===== config.mk =====
export PLATFORM = sky130hd
export DESIGN_NAME = gate_sequencer
export DESIGN_NICKNAME = d
export VERILOG_FILES = /design/src/rtl/freq_meas_pkg.sv /design/src/rtl/gate_sequencer_tick_timer.sv /design/src/rtl/gate_sequencer.sv
export SDC_FILE = /design/constraint.sdc
export NUM_CORES = 1
export LEC_CHECK = 0
export CAP_MARGIN = 20
export CORE_MARGIN = 3
export CORE_UTILIZATION = 36
export CTS_CLUSTER_SIZE = 16
export DETAILED_ROUTE_END_ITERATION = 12
export PLACE_DENSITY = 0.56
export REMOVE_ABC_BUFFERS = 1
export SETUP_SLACK_MARGIN = 0.15
export SLEW_MARGIN = 0
export SYNTH_ARGS = -nofsm -noshare
export SYNTH_HDL_FRONTEND = slang
export SYNTH_SLANG_ARGS = --single-unit

===== constraint.sdc =====
create_clock -name fpga_clk -period 4.7 [get_ports fpga_clk]
set_input_delay 0.705 -clock fpga_clk [delete_from_list [all_inputs] [get_ports fpga_clk]]
set_output_delay 0.705 -clock fpga_clk [all_outputs]
set_load 0.005 [all_outputs]

===== src/rtl/freq_meas_pkg.sv =====
// Shared types and helpers for the frequency meter measurement controller.
// Holds the sequencer state set, gate range codes and the gate-length calculation.
package freq_meas_pkg;

    typedef enum logic [2:0] {
        ST_IDLE,
        ST_CLEAR,
        ST_GATE,
        ST_EVAL,
        ST_LATCH,
        ST_HOLD
    } state_t;

    localparam logic [1:0] RANGE_1MS   = 2'd0;
    localparam logic [1:0] RANGE_10MS  = 2'd1;
    localparam logic [1:0] RANGE_100MS = 2'd2;
    localparam logic [1:0] RANGE_1S    = 2'd3;

    localparam int GATE_CALC_W = 32;

    // Gate length in ticks; callers truncate to their own timer width.
    function automatic logic [GATE_CALC_W-1:0] gate_ticks(input logic [1:0] rng,
                                                          input int     ticks_per_ms);
        logic [GATE_CALC_W-1:0] decades;
        case (rng)
            RANGE_1MS:   decades = 32'd1;
            RANGE_10MS:  decades = 32'd10;
            RANGE_100MS: decades = 32'd100;
            default:     decades = 32'd1000;
        endcase
        return GATE_CALC_W'(ticks_per_ms) * decades;
    endfunction

endpackage


===== src/rtl/gate_sequencer_tick_timer.sv =====
// Loadable down-counter advanced by a tick enable, with a single-cycle done pulse.
// Shared by the gate interval and the display holdoff interval.
module tick_timer #(
    parameter int W = 20
) (
    input  logic         fpga_clk,
    input  logic         nreset,
    input  logic         i_load,
    input  logic [W-1:0] i_load_val,
    input  logic         i_tick,
    output logic         o_done
);

    logic [W-1:0] r_count;
    logic         r_armed;

    // Expires on the tick that consumes the last count; a zero load expires at once.
    assign o_done = r_armed && ((r_count == '0) || (i_tick && (r_count == W'(1))));

    always_ff @(posedge fpga_clk or negedge nreset) begin
        if (!nreset) begin
            r_count <= '0;
            r_armed <= 1'b0;
        end else if (i_load) begin
            r_count <= i_load_val;
            r_armed <= 1'b1;
        end else if (r_armed) begin
            if (o_done)
                r_armed <= 1'b0;
            if (i_tick && (r_count != '0))
                r_count <= r_count - W'(1);
        end
    end

endmodule


===== src/rtl/gate_sequencer.sv =====
// Measurement sequencer: clear counter, gate for the chosen range, latch, hold display.
// Auto-ranging steps down on counter overflow and up when the leading digits are empty.
module gate_sequencer
    import freq_meas_pkg::*;
#(
    parameter int TICKS_PER_MS  = 1000,
    parameter int HOLDOFF_TICKS = 100000,
    parameter int TMR_W         = 20
) (
    input  logic       fpga_clk,
    input  logic       nreset,
    input  logic       tick_1us,
    input  logic       run,
    input  logic       auto_range,
    input  logic [1:0] range_sel,
    input  logic       ctr_carry,
    input  logic       msd_zero,
    output logic       gate_en,
    output logic       clear_ctr,
    output logic       latch,
    output logic [1:0] range,
    output logic       overflow,
    output logic       busy
);

    state_t     r_state;
    state_t     w_state_next;
    logic [1:0] r_cur_range;
    logic       r_ovf_seen;
    logic [1:0] r_range;
    logic       r_overflow;

    logic             w_timer_load;
    logic [TMR_W-1:0] w_timer_val;
    logic [TMR_W-1:0] w_gate_load;
    logic             w_timer_tick;
    logic             w_timer_done;
    logic             w_range_down;
    logic             w_range_up;

    assign w_gate_load  = TMR_W'(gate_ticks(r_cur_range, TICKS_PER_MS));
    assign w_timer_load = (r_state == ST_CLEAR) || (r_state == ST_LATCH);
    assign w_timer_val  = (r_state == ST_CLEAR) ? w_gate_load : TMR_W'(HOLDOFF_TICKS);
    assign w_timer_tick = tick_1us && ((r_state == ST_GATE) || (r_state == ST_HOLD));

    // Overflow on a slower range retries one decade faster instead of latching.
    assign w_range_down = auto_range && r_ovf_seen && (r_cur_range != RANGE_1MS);
    assign w_range_up   = auto_range && !r_ovf_seen && msd_zero && (r_cur_range != RANGE_1S);

    tick_timer #(
        .W(TMR_W)
    ) u_timer (
        .fpga_clk   (fpga_clk),
        .nreset     (nreset),
        .i_load     (w_timer_load),
        .i_load_val (w_timer_val),
        .i_tick     (w_timer_tick),
        .o_done     (w_timer_done)
    );

    always_ff @(posedge fpga_clk or negedge nreset) begin
        if (!nreset)
            r_state <= ST_IDLE;
        else
            r_state <= w_state_next;
    end

    always_comb begin
        w_state_next = r_state;
        case (r_state)
            ST_IDLE:  if (run) w_state_next = ST_CLEAR;
            ST_CLEAR: w_state_next = ST_GATE;
            ST_GATE:  if (w_timer_done) w_state_next = ST_EVAL;
            ST_EVAL:  w_state_next = w_range_down ? ST_CLEAR : ST_LATCH;
            ST_LATCH: w_state_next = ST_HOLD;
            ST_HOLD:  if (w_timer_done) w_state_next = run ? ST_CLEAR : ST_IDLE;
            default:  w_state_next = ST_IDLE;
        endcase
    end

    always_comb begin
        gate_en   = (r_state == ST_GATE);
        clear_ctr = (r_state == ST_CLEAR);
        latch     = (r_state == ST_LATCH);
        busy      = (r_state != ST_IDLE);
        range     = r_range;
        overflow  = r_overflow;
    end

    always_ff @(posedge fpga_clk or negedge nreset) begin
        if (!nreset) begin
            r_cur_range <= RANGE_1S;
            r_ovf_seen  <= 1'b0;
            r_range     <= RANGE_1S;
            r_overflow  <= 1'b0;
        end else begin
            case (r_state)
                ST_IDLE:  if (run && !auto_range) r_cur_range <= range_sel;
                ST_CLEAR: r_ovf_seen <= 1'b0;
                ST_GATE:  if (ctr_carry) r_ovf_seen <= 1'b1;
                ST_EVAL:  if (w_range_down) r_cur_range <= r_cur_range - 2'd1;
                ST_LATCH: begin
                    r_range    <= r_cur_range;
                    r_overflow <= r_ovf_seen;
                    if (w_range_up)
                        r_cur_range <= r_cur_range + 2'd1;
                end
                ST_HOLD:  if (w_timer_done && run && !auto_range) r_cur_range <= range_sel;
                default:  r_ovf_seen <= r_ovf_seen;
            endcase
        end
    end

endmodule


Yosys cells after proc, flatten, opt, wreduce, memory -nomap -nowiden
Index checks and enable logic that the tools add are counted.

Bits in registers: 30. Input port bits: 9. Output and inout port bits: 7. Word-level logic and storage cells: 80.

Add/subtract/negate cells: 3. $mul: 1. Eq/ne operators: 17. Muxes and demuxes: 21. Reductions and logical operators: 31.

Operator list (number): $mux 20 (4); $mul 7x32->17 const A (1); $pmux 10 s3 (1); $eq 20x1->1 const B (1); $logic_not 20->1 (1); $reduce_bool 20->1 (1); $sub 20x1->20 const B (1); $pmux 3 s6 (1); $logic_and 1x1->1 (12); $mux 3 (4); $ne 2x2->1 const B (6); $mux 2 (4); $pmux 2 s4 (1); $reduce_bool 2->1 (4); $eq 3x2->1 const B (2); $eq 3x3->1 const B (2); $ne 2x1->1 const B (3); $mux 1 (5); $reduce_and 5->1 (1); $reduce_and 2->1 (2); $reduce_bool 4->1 (1); $eq 3x1->1 const B (1); $logic_not 3->1 (1); $logic_or 1x1->1 (3); other kinds (9) (10).

Depth between registers and ports, before layout
Gate-level depths: netlist (run 1).

Depth in word-level cells: 10. Gate-level depth with buffers: 8. Gate-level depth less buffers: 8.

By module
A second synthesis (run 1) with hierarchy kept.

Cell total of the unflattened synthesis: 258. Area, all modules: 2227.1 um^2.

By module, submodules not included: tick_timer (instances 1, cells an instance 147, area an instance 1356.3 um^2, seq. area each 525.5 um^2); gate_sequencer (instances 1, cells an instance 111, area an instance 870.8 um^2, seq. area each 230.2 um^2).

Worst setup path before layout (run 1)
Ideal clock, no wire load.

Kind: register to register. From: register r_cur_range[0]. To: register u_timer.r_count[7]. Setup time: 0.127 ns. Arrival: 1.712 ns. Data required time: 4.573 ns. Path slack: 2.862 ns. Stages on the path, launching flop included: 9. Buffers on the path: 0. Period minus slack after synthesis: 1.838 ns. Cell sequence: dfstp_2 -> inv_1 -> ha_1 -> ha_1 -> nor2b_1 -> xnor2_1 -> a22oi_1 -> o31ai_1 -> nand2_1.

Cells in the longest elaborated chain, start to end: 5. Elaborated cells on any way between the ends: 7. Classes of those cells: mul: 1; eq/ne: 2; mux: 3; reduce/logical: 1.

RTL lines: start: declaration (line gate_sequencer.sv:28) `logic [1:0] r_cur_range;`; start signal: assignment (line gate_sequencer.sv:98) `ST_IDLE: if (run && !auto_range) r_cur_range <= range_sel;`; start signal: assignment (line gate_sequencer.sv:101) `ST_EVAL: if (w_range_down) r_cur_range <= r_cur_range - 2'd1;`; start signal: assignment (line gate_sequencer.sv:106) `r_cur_range <= r_cur_range + 2'd1;`; $eq 2x2->1, or another cell as far along (line freq_meas_pkg.sv:25) `case (rng)`; $pmux 10 s3 (*) (line freq_meas_pkg.sv:25); $mul 7x32->17 (*) (line freq_meas_pkg.sv:31) `return GATE_CALC_W'(ticks_per_ms) * decades;`; $mux 20 (*) (line gate_sequencer.sv:43) `assign w_timer_val = (r_state == ST_CLEAR) ? w_gate_load : TMR_W'(HOLDOFF_TICKS);`; $mux 20 (*) (line gate_sequencer_tick_timer.sv:24) `end else if (i_load) begin`; end signal: assignment (line gate_sequencer_tick_timer.sv:25) `r_count <= i_load_val;`; end signal: assignment (line gate_sequencer_tick_timer.sv:31) `r_count <= r_count - W'(1);`; end: declaration (line gate_sequencer_tick_timer.sv:14) `logic [W-1:0] r_count;`.

Every way passes the cells marked *; elsewhere a longest branch is shown, timed or not. A chain may end at the register's enable or synchronous reset.

Final worst setup path (run 1)
From: register r_state[0]. To: output port clear_ctr.

Cells in the longest elaborated chain, start to end: 1.

RTL lines: start: declaration (line gate_sequencer.sv:26) `state_t r_state;`; start signal: assignment (line gate_sequencer.sv:65) `r_state <= w_state_next;`; $eq 3x1->1 (line gate_sequencer.sv:83) `clear_ctr = (r_state == ST_CLEAR);`; end: declaration (line gate_sequencer.sv:19) `output logic clear_ctr,`.

Every way passes these cells.

==> summary.txt, run 1 <==
Finish
  • Share of layout cells above drive strength 1: 10.5%
  • Final core occ: a little over two fifths
  • Fin cells: around 330
  • # nets final: 277
  • Area grow syn2layout: 12.2%
  • Inserted Diodes: 0

Timing
  • Fin crit share: 65.9%
  • Rel. slew slack: 49.5%
  • Worst Skew: around 0.011 ns
  • Final hold slack: approximately 0.5 ns
  • Final Slew Violations: 0
  • Tmin final: a little over 3 ns
  • Final hold viol count: 0
  • Max Freq: 323 MHz
  • Unrepaired setup endpoints after global routing: false
  • Setup violations, final: 0
  • Worst-Margin Slew: 0.758 ns
  • Setup tns final: 0 ns

Global routing
  • Global-route wire length before repair: between 10,000 and 15,000 µm
  • GRT Resource Usage Total: 17.2%
  • Initial antenna violation count: 0
  • Vias in the first global route: 2,019
  • Largest net degree at the start of global routing: 31
  • Gr ovfl total: 0

Yosys
  • Synth warn: 0
  • Post-Syn Area: about 0.0022 mm²
  • Most common cell in the netlist: dfrtp_1
  • Synth top area cells: dfrtp_1, ha_1, dfstp_2
  • Post-synth EDFFs: 0
  • Register area share after synthesis: 33.6%
  • Leading area contributor after synthesis: dfrtp_1
  • Commonest cells in the netlist: dfrtp_1, nor2_1, nand2_1, a21oi_1, ha_1
  • Ys async rst share: between 90% and 100%
  • Yosys reg bits: 30
  • Main synth FF type: dfrtp_1
  • Yosys cell types: 66
  • Cells after Synth: 249
  • Top cell type's share of synthesized area: approximately 29%
  • Avg Inst Size Synth: 9.03 µm²

Placement
  • Post-DP HPWL: 4110 µm
  • RePlAce Congestion: 0.865
  • Cells after DPL: 325
  • Port bufs: 15

Pwr
  • Power Total: between 0.7 and 0.8 mW
  • Switching part of the total: 31.0%
  • VDD IR max: between 0.15 and 0.2 mV
  • Sequential group share of total power: 45.1%
  • NetSw: 0.237 mW
  • Design internal power: 0.528 mW
  • Part of the power in the clock network: 35.8%
  • Combinational Power Share: 19.1%
  • Power Density: roughly 300 mW/mm²
  • Pleak: 1.08 nW

Setup path
  • Element type at the critical path end: primary output
  • Startpoint Class: flop
  • Slowest-stage cell, CP: dfrtp_1
  • Crit-path leading delay family: buffers and inverters
  • Critical Path AT: 2.39 ns
  • Worst Path Max Fanout: 23
  • CP cell instances: or3b_1 -> inv_2 -> clkdlybuf4s50_1
  • Crit Path Category: reg -> out
  • Worst endpoint required time: approximately 4 ns
  • Buf+Inv Stages, Crit Path: 2
  • CP peak stage delay: 0.75 ns

Run status
  • Status: finished, final reports clean

Clock network
  • # Post-CTS Setup Buffers: 0
  • Root Driver: clkbuf_8
  • Clk_lat worst skew: roughly 0.29 ns
  • TritonCTS Buffers: 5
  • # clock sinks: 30
  • H-tree Lvls: 2
  • Hold-fix buffers, CTS: 0
  • CTS tree: yes
  • Reg clk slew, reported paths: 0.07 ns
  • Number of gates resized after CTS: 0
  • Max Root-Sink Buffers: 2

Floorplan
  • Die height: around 85 µm
  • Die area: about 0.0072 mm²
  • # IOs: 16
  • Initial Utilization: 37.6%
  • # rows: 28
  • Chip Width: 85.1 µm
  • Core Area: 0.00599 mm²

Route
  • DRT iter0 DRCs: 136
  • Post-DRT Antenna Nets: 0
  • Via count: 1,984
  • DRT Pass-1 Iters: 4
  • Wirelength per Cell: ~18 µm
  • Vias/cell: between 5 and 6
  • DRC Markers: 0
  • Routed WL: 5850 µm

Worst hold path
  • Hold WC Path Type: reg -> reg

Flow run
  • Max cap viols: 0
[cells by family (layout without fill, tap and decap cells)]
kind of cell	Yosys count	after routing	synth area share, %
adder cells (fa/ha/maj)	11	11	6.12
multiplexers	6	6	2.84
AND/OR/NAND/NOR	96	96	25.1
buffers and inverters	25	33	5.62
flip-flops	30	30	33.6
AO/OA/AOI/OAI	75	75	24.4
XOR/XNOR	6	6	2.34
[routing by layer]
layer | wire length [µm] | part of all wire (%) | vias to the layer above | GRT usage (%)
met1 | 2870 | 49 | 956 | 23.7
met5 | 0 | 0 | - | 0
li1 | - | - | 955 | -
met2 | 2600 | 45 | 66 | 27.2
met3 | 288 | 4.9 | 7 | 3.01
met4 | 80 | 1.4 | 0 | 6.04
[power by group through the flow]
| stage | clock [mW] | combinational [mW] | sequential, mW |
|---|---|---|---|
| 3_5_place_dp | 0 | 0.146 | 0.349 |
| 6_report | 0.274 | 0.146 | 0.345 |
| 4_1_cts | 0.280 | 0.147 | 0.345 |
| 3_3_place_gp | 0 | 0.146 | 0.349 |
| 5_1_grt | 0.289 | 0.167 | 0.352 |
| 2_1_floorplan | 0 | 0.110 | 0.337 |
[cells in the final DEF, fill, tap and decap left out, types with 3 or more instances in the layout]
master / netlist / routed
ha_1: 11 / 11
nor2_1: 23 / 23
mux2i_1: 3 / 3
nor4_2: 3 / 3
clkdlybuf4s50_1: 0 / 15
dfrtp_1: 26 / 26
nand3_1: 5 / 5
nand2b_1: 3 / 3
nand2_1: 18 / 18
inv_1: 9 / 9
o22ai_1: 3 / 3
dfstp_2: 4 / 4
a2bb2oi_1: 3 / 3
o31ai_1: 10 / 10
o31a_1: 3 / 3
o21ai_0: 4 / 4
and2_1: 4 / 4
clkbuf_8: 0 / 6
and3_1: 4 / 4
a31oi_1: 7 / 7
or3_1: 3 / 3
nor4_1: 3 / 3
xnor2_1: 4 / 4
mux2_2: 3 / 3
nand4_1: 5 / 5
a211oi_1: 3 / 3
o21ai_1: 8 / 8
o211a_1: 4 / 4
nor3_1: 7 / 7
a21oi_1: 11 / 11
[registers in the layout (all words and copies together), names as in the netlist]
register,count
u_timer.r_count,20
r_state,3
r_cur_range,2
range,2
overflow,1
r_ovf_seen,1
u_timer.r_armed,1
[path summary, 6_finish.rpt]
| check | slack [ns] | cells after the start | from | endpoint |
|---|---|---|---|---|
| max | 1.60 | 3 | r_state[0] | clear_ctr |
| min | 0.51 | 1 | overflow | overflow |
| max reg2reg | 1.93 | 5 | r_state[0] | u_timer.r_count[4] |
| min reg2reg | 0.51 | 1 | overflow | overflow |
| max in group asynchronous | 3.55 | 2 | nreset | r_cur_range[1] |
| min in group asynchronous | 0.81 | 2 | nreset | u_timer.r_count[7] |
[final cells by class]
class / count / area [µm²]
Inverter: 10 / 37.5
Timing Repair Buffer: 16 / 158
Tap cell: 75 / 93.8
Clock inverter: 1 / 30.0
Sequential cell: 30 / 756
Multi-Input combinational cell: 194 / 1370
Fill cell: 609 / 3470
Clock buffer: 6 / 82.6
[stage by stage]
| step | area, µm² | setup WS (ns) |
|---|---|---|
| finish | 2520 | 1.60 |
| global route | 2520 | 1.53 |
| CTS | 2520 | 1.62 |
| detailed placement | 2410 | 1.93 |
| global placement | 2410 | 2.00 |
| floorplan | 2160 | 2.54 |
(Power assumes the default switching activity.)
==> inputs of run 2 (changes only) <==
- PLACE_DENSITY: 0.56 -> 0.58
- clock period: 4.7 -> 2.7 ns (I/O delays scaled with it)
==> summary.txt, run 2 (synthesized netlist as in run 1, its figures left out) <==
Timing
  • Rel. slew slack: 68.4% (was 49.5%)
  • Final Slew Violations: 0 (unchanged)
  • Tmin final: roughly 2.4 ns
  • Worst Skew: 0.00763 ns (was 0.0111 ns)
  • Unrepaired setup endpoints after global routing: false (unchanged)
  • Setup tns final: 0 ns (unchanged)
  • Worst-Margin Slew: 0.462 ns (was 0.758 ns)
  • Final hold viol count: 0 (unchanged)
  • Setup violations, final: 0 (unchanged)
  • Fin crit share: 90.5%
  • Max Freq: 409 MHz

Global routing
  • GRT Resource Usage Total: 16.5% (was 17.2%)
  • Initial antenna violation count: 0 (unchanged)
  • Vias in the first global route: 1,907 (was 2,019)
  • Global-route wire length before repair: 9470 µm (was 10,000 µm)
  • Largest net degree at the start of global routing: 31 (unchanged)
  • Gr ovfl total: 0 (unchanged)

Route
  • Routed WL: 5780 µm (was 5850 µm)
  • DRT iter0 DRCs: 176 (was 136)
  • Wirelength per Cell: 16.9 µm (was 17.6 µm)
  • Vias/cell: 5.92 (was 5.98)
  • DRC Markers: 0 (unchanged)
  • Post-DRT Antenna Nets: 0 (unchanged)
  • Via count: 2,023 (was 1,984)
  • DRT Pass-1 Iters: 4 (unchanged)

Setup path
  • Crit Path Category: reg -> out (unchanged)
  • Worst Setup SP: r_state[1] (was r_state[0])
  • Critical Path AT: 2.04 ns (was 2.39 ns)
  • Worst endpoint required time: 2.30 ns (was 3.99 ns)
  • Element type at the critical path end: primary output (unchanged)
  • Worst Path Max Fanout: 11 (was 23)
  • Startpoint Class: flop (unchanged)
  • RR Startpoint: r_cur_range[0] (was r_state[0])

Flow run
  • Max cap viols: 0 (unchanged)

Finish
  • Multi-input logic area: 0.00137 mm² (unchanged)
  • Commonest non-fill, non-tap cells in the layout: dfrtp_1, nor2_1, nand2_1 (unchanged)
  • # nets final: 286 (was 277)
  • Area grow syn2layout: 14.3% (was 12.2%)
  • Commonest non-fill, non-tap cell in the layout: dfrtp_1 (unchanged)
  • Share of layout cells above drive strength 1: 13.9% (was 10.5%)
  • Layout fillers: 588 (was 609)
  • Largest register by flop count: u_timer.r_count (unchanged)
  • Inserted Diodes: 0 (unchanged)
  • Fin cells: 342 (was 332)
  • Regs by FF count: u_timer.r_count x20, r_state x3 (unchanged)
  • Register area: 757 µm² (was 756 µm²)
  • Max reg flops: 20 (unchanged)
  • Final core occ: 42.9% (was 42.1%)

Clock network
  • # Post-CTS Setup Buffers: 0 (unchanged)
  • Root Driver: clkbuf_8 (unchanged)
  • H-tree Lvls: 2 (unchanged)
  • Max Root-Sink Buffers: 2 (unchanged)
  • Hold-fix buffers, CTS: 0 (unchanged)
  • Clk_lat worst skew: 0.29 ns (about the same)
  • Reg clk slew, reported paths: 0.06 ns (was 0.07 ns)
  • Number of gates resized after CTS: 0 (unchanged)
  • TritonCTS Buffers: 5 (unchanged)
  • # clock sinks: 30 (unchanged)
  • CTS tree: yes (unchanged)

Floorplan
  • Die height: 85.1 µm (unchanged)
  • # rows: 28 (unchanged)
  • # IOs: 16 (unchanged)
  • Initial Utilization: 37.6% (unchanged)
  • Chip Width: 85.1 µm (unchanged)
  • Core Area: 0.00599 mm² (unchanged)
  • Die area: 0.00723 mm² (unchanged)

Pwr
  • Power Density: 481 mW/mm² (was 303 mW/mm²)
  • Pleak: 1.11 nW (was 1.08 nW)
  • VDD IR max: 0.224 mV (was 0.166 mV)

Run status
  • Status: finished, final reports clean (unchanged)

Worst hold path
  • Hold Path Origin: overflow (unchanged)
  • Hold WC Path Type: reg -> reg (unchanged)

Placement
  • Post-DP HPWL: 4210 µm (was 4110 µm)
  • Port bufs: 15 (unchanged)
  • RePlAce Congestion: 0.874 (was 0.865)
  • Cells after DPL: 334 (was 325)
-- run 2: cell count changes in the layout (fill, tap and decap cells not counted), sizes merged --
cell	delta
buf	+9
bufinv	-1
clkbuf	+1
clkinv	+1
-- run 2: metal layers --
layer  GRT usage [%]  up-vias  share of wire (%)
met5               0        -                  0
met4            5.04        0                1.5
met3            3.69       12                4.9
met2            26.2       57                 45
met1            22.5      975                 48
li1                -      979                  -
-- run 2: power by group --
| group | internal (mW) | switching (mW) |
|---|---|---|
| combinational | 0.120 | 0.133 |
| clock | 0.205 | 0.175 |
| sequential | 0.505 | 0.0982 |
-- run 2: final timing paths --
path / endpoint / slack [ns] / cells after the start
worst max register to register: u_timer.r_count[7] / 0.49 / 8
worst max-delay path: clear_ctr / 0.26 / 4
worst min register to register: overflow / 0.51 / 1
min in group asynchronous: u_timer.r_count[0] / 0.52 / 2
worst min-delay path: overflow / 0.51 / 1
max in group asynchronous: r_cur_range[0] / 1.85 / 2
-- run 2: cell type report --
class / instances / share of cell area [%]
Clock buffer: 7 / 3.36
Inverter: 10 / 1.46
Tap cell: 75 / 3.65
Multi-Input combinational cell: 194 / 53.2
Sequential cell: 30 / 29.4
Clock inverter: 1 / 0.195
Timing Repair Buffer: 25 / 8.75
-- run 2: worst max-delay path: stages, from the launching register on --
cell and delay, ns:
dfrtp_2 0.47, buf_4 0.18, or3b_1 0.38, inv_2 0.19
clkdlybuf4s50_1 0.54
-- run 2: stage by stage --
stage	instance area (µm²)	hold WS, ns	worst slack (ns)	total power, mW
final	2570	0.506	0.258	1.24
after global routing	2570	0.525	0.170	1.31
after CTS	2570	0.510	0.211	1.25
after detailed placement	2480	0.497	0.431	0.861
after global placement	2480	0.496	0.447	0.854
after floorplan	2160	0.109	0.539	0.777
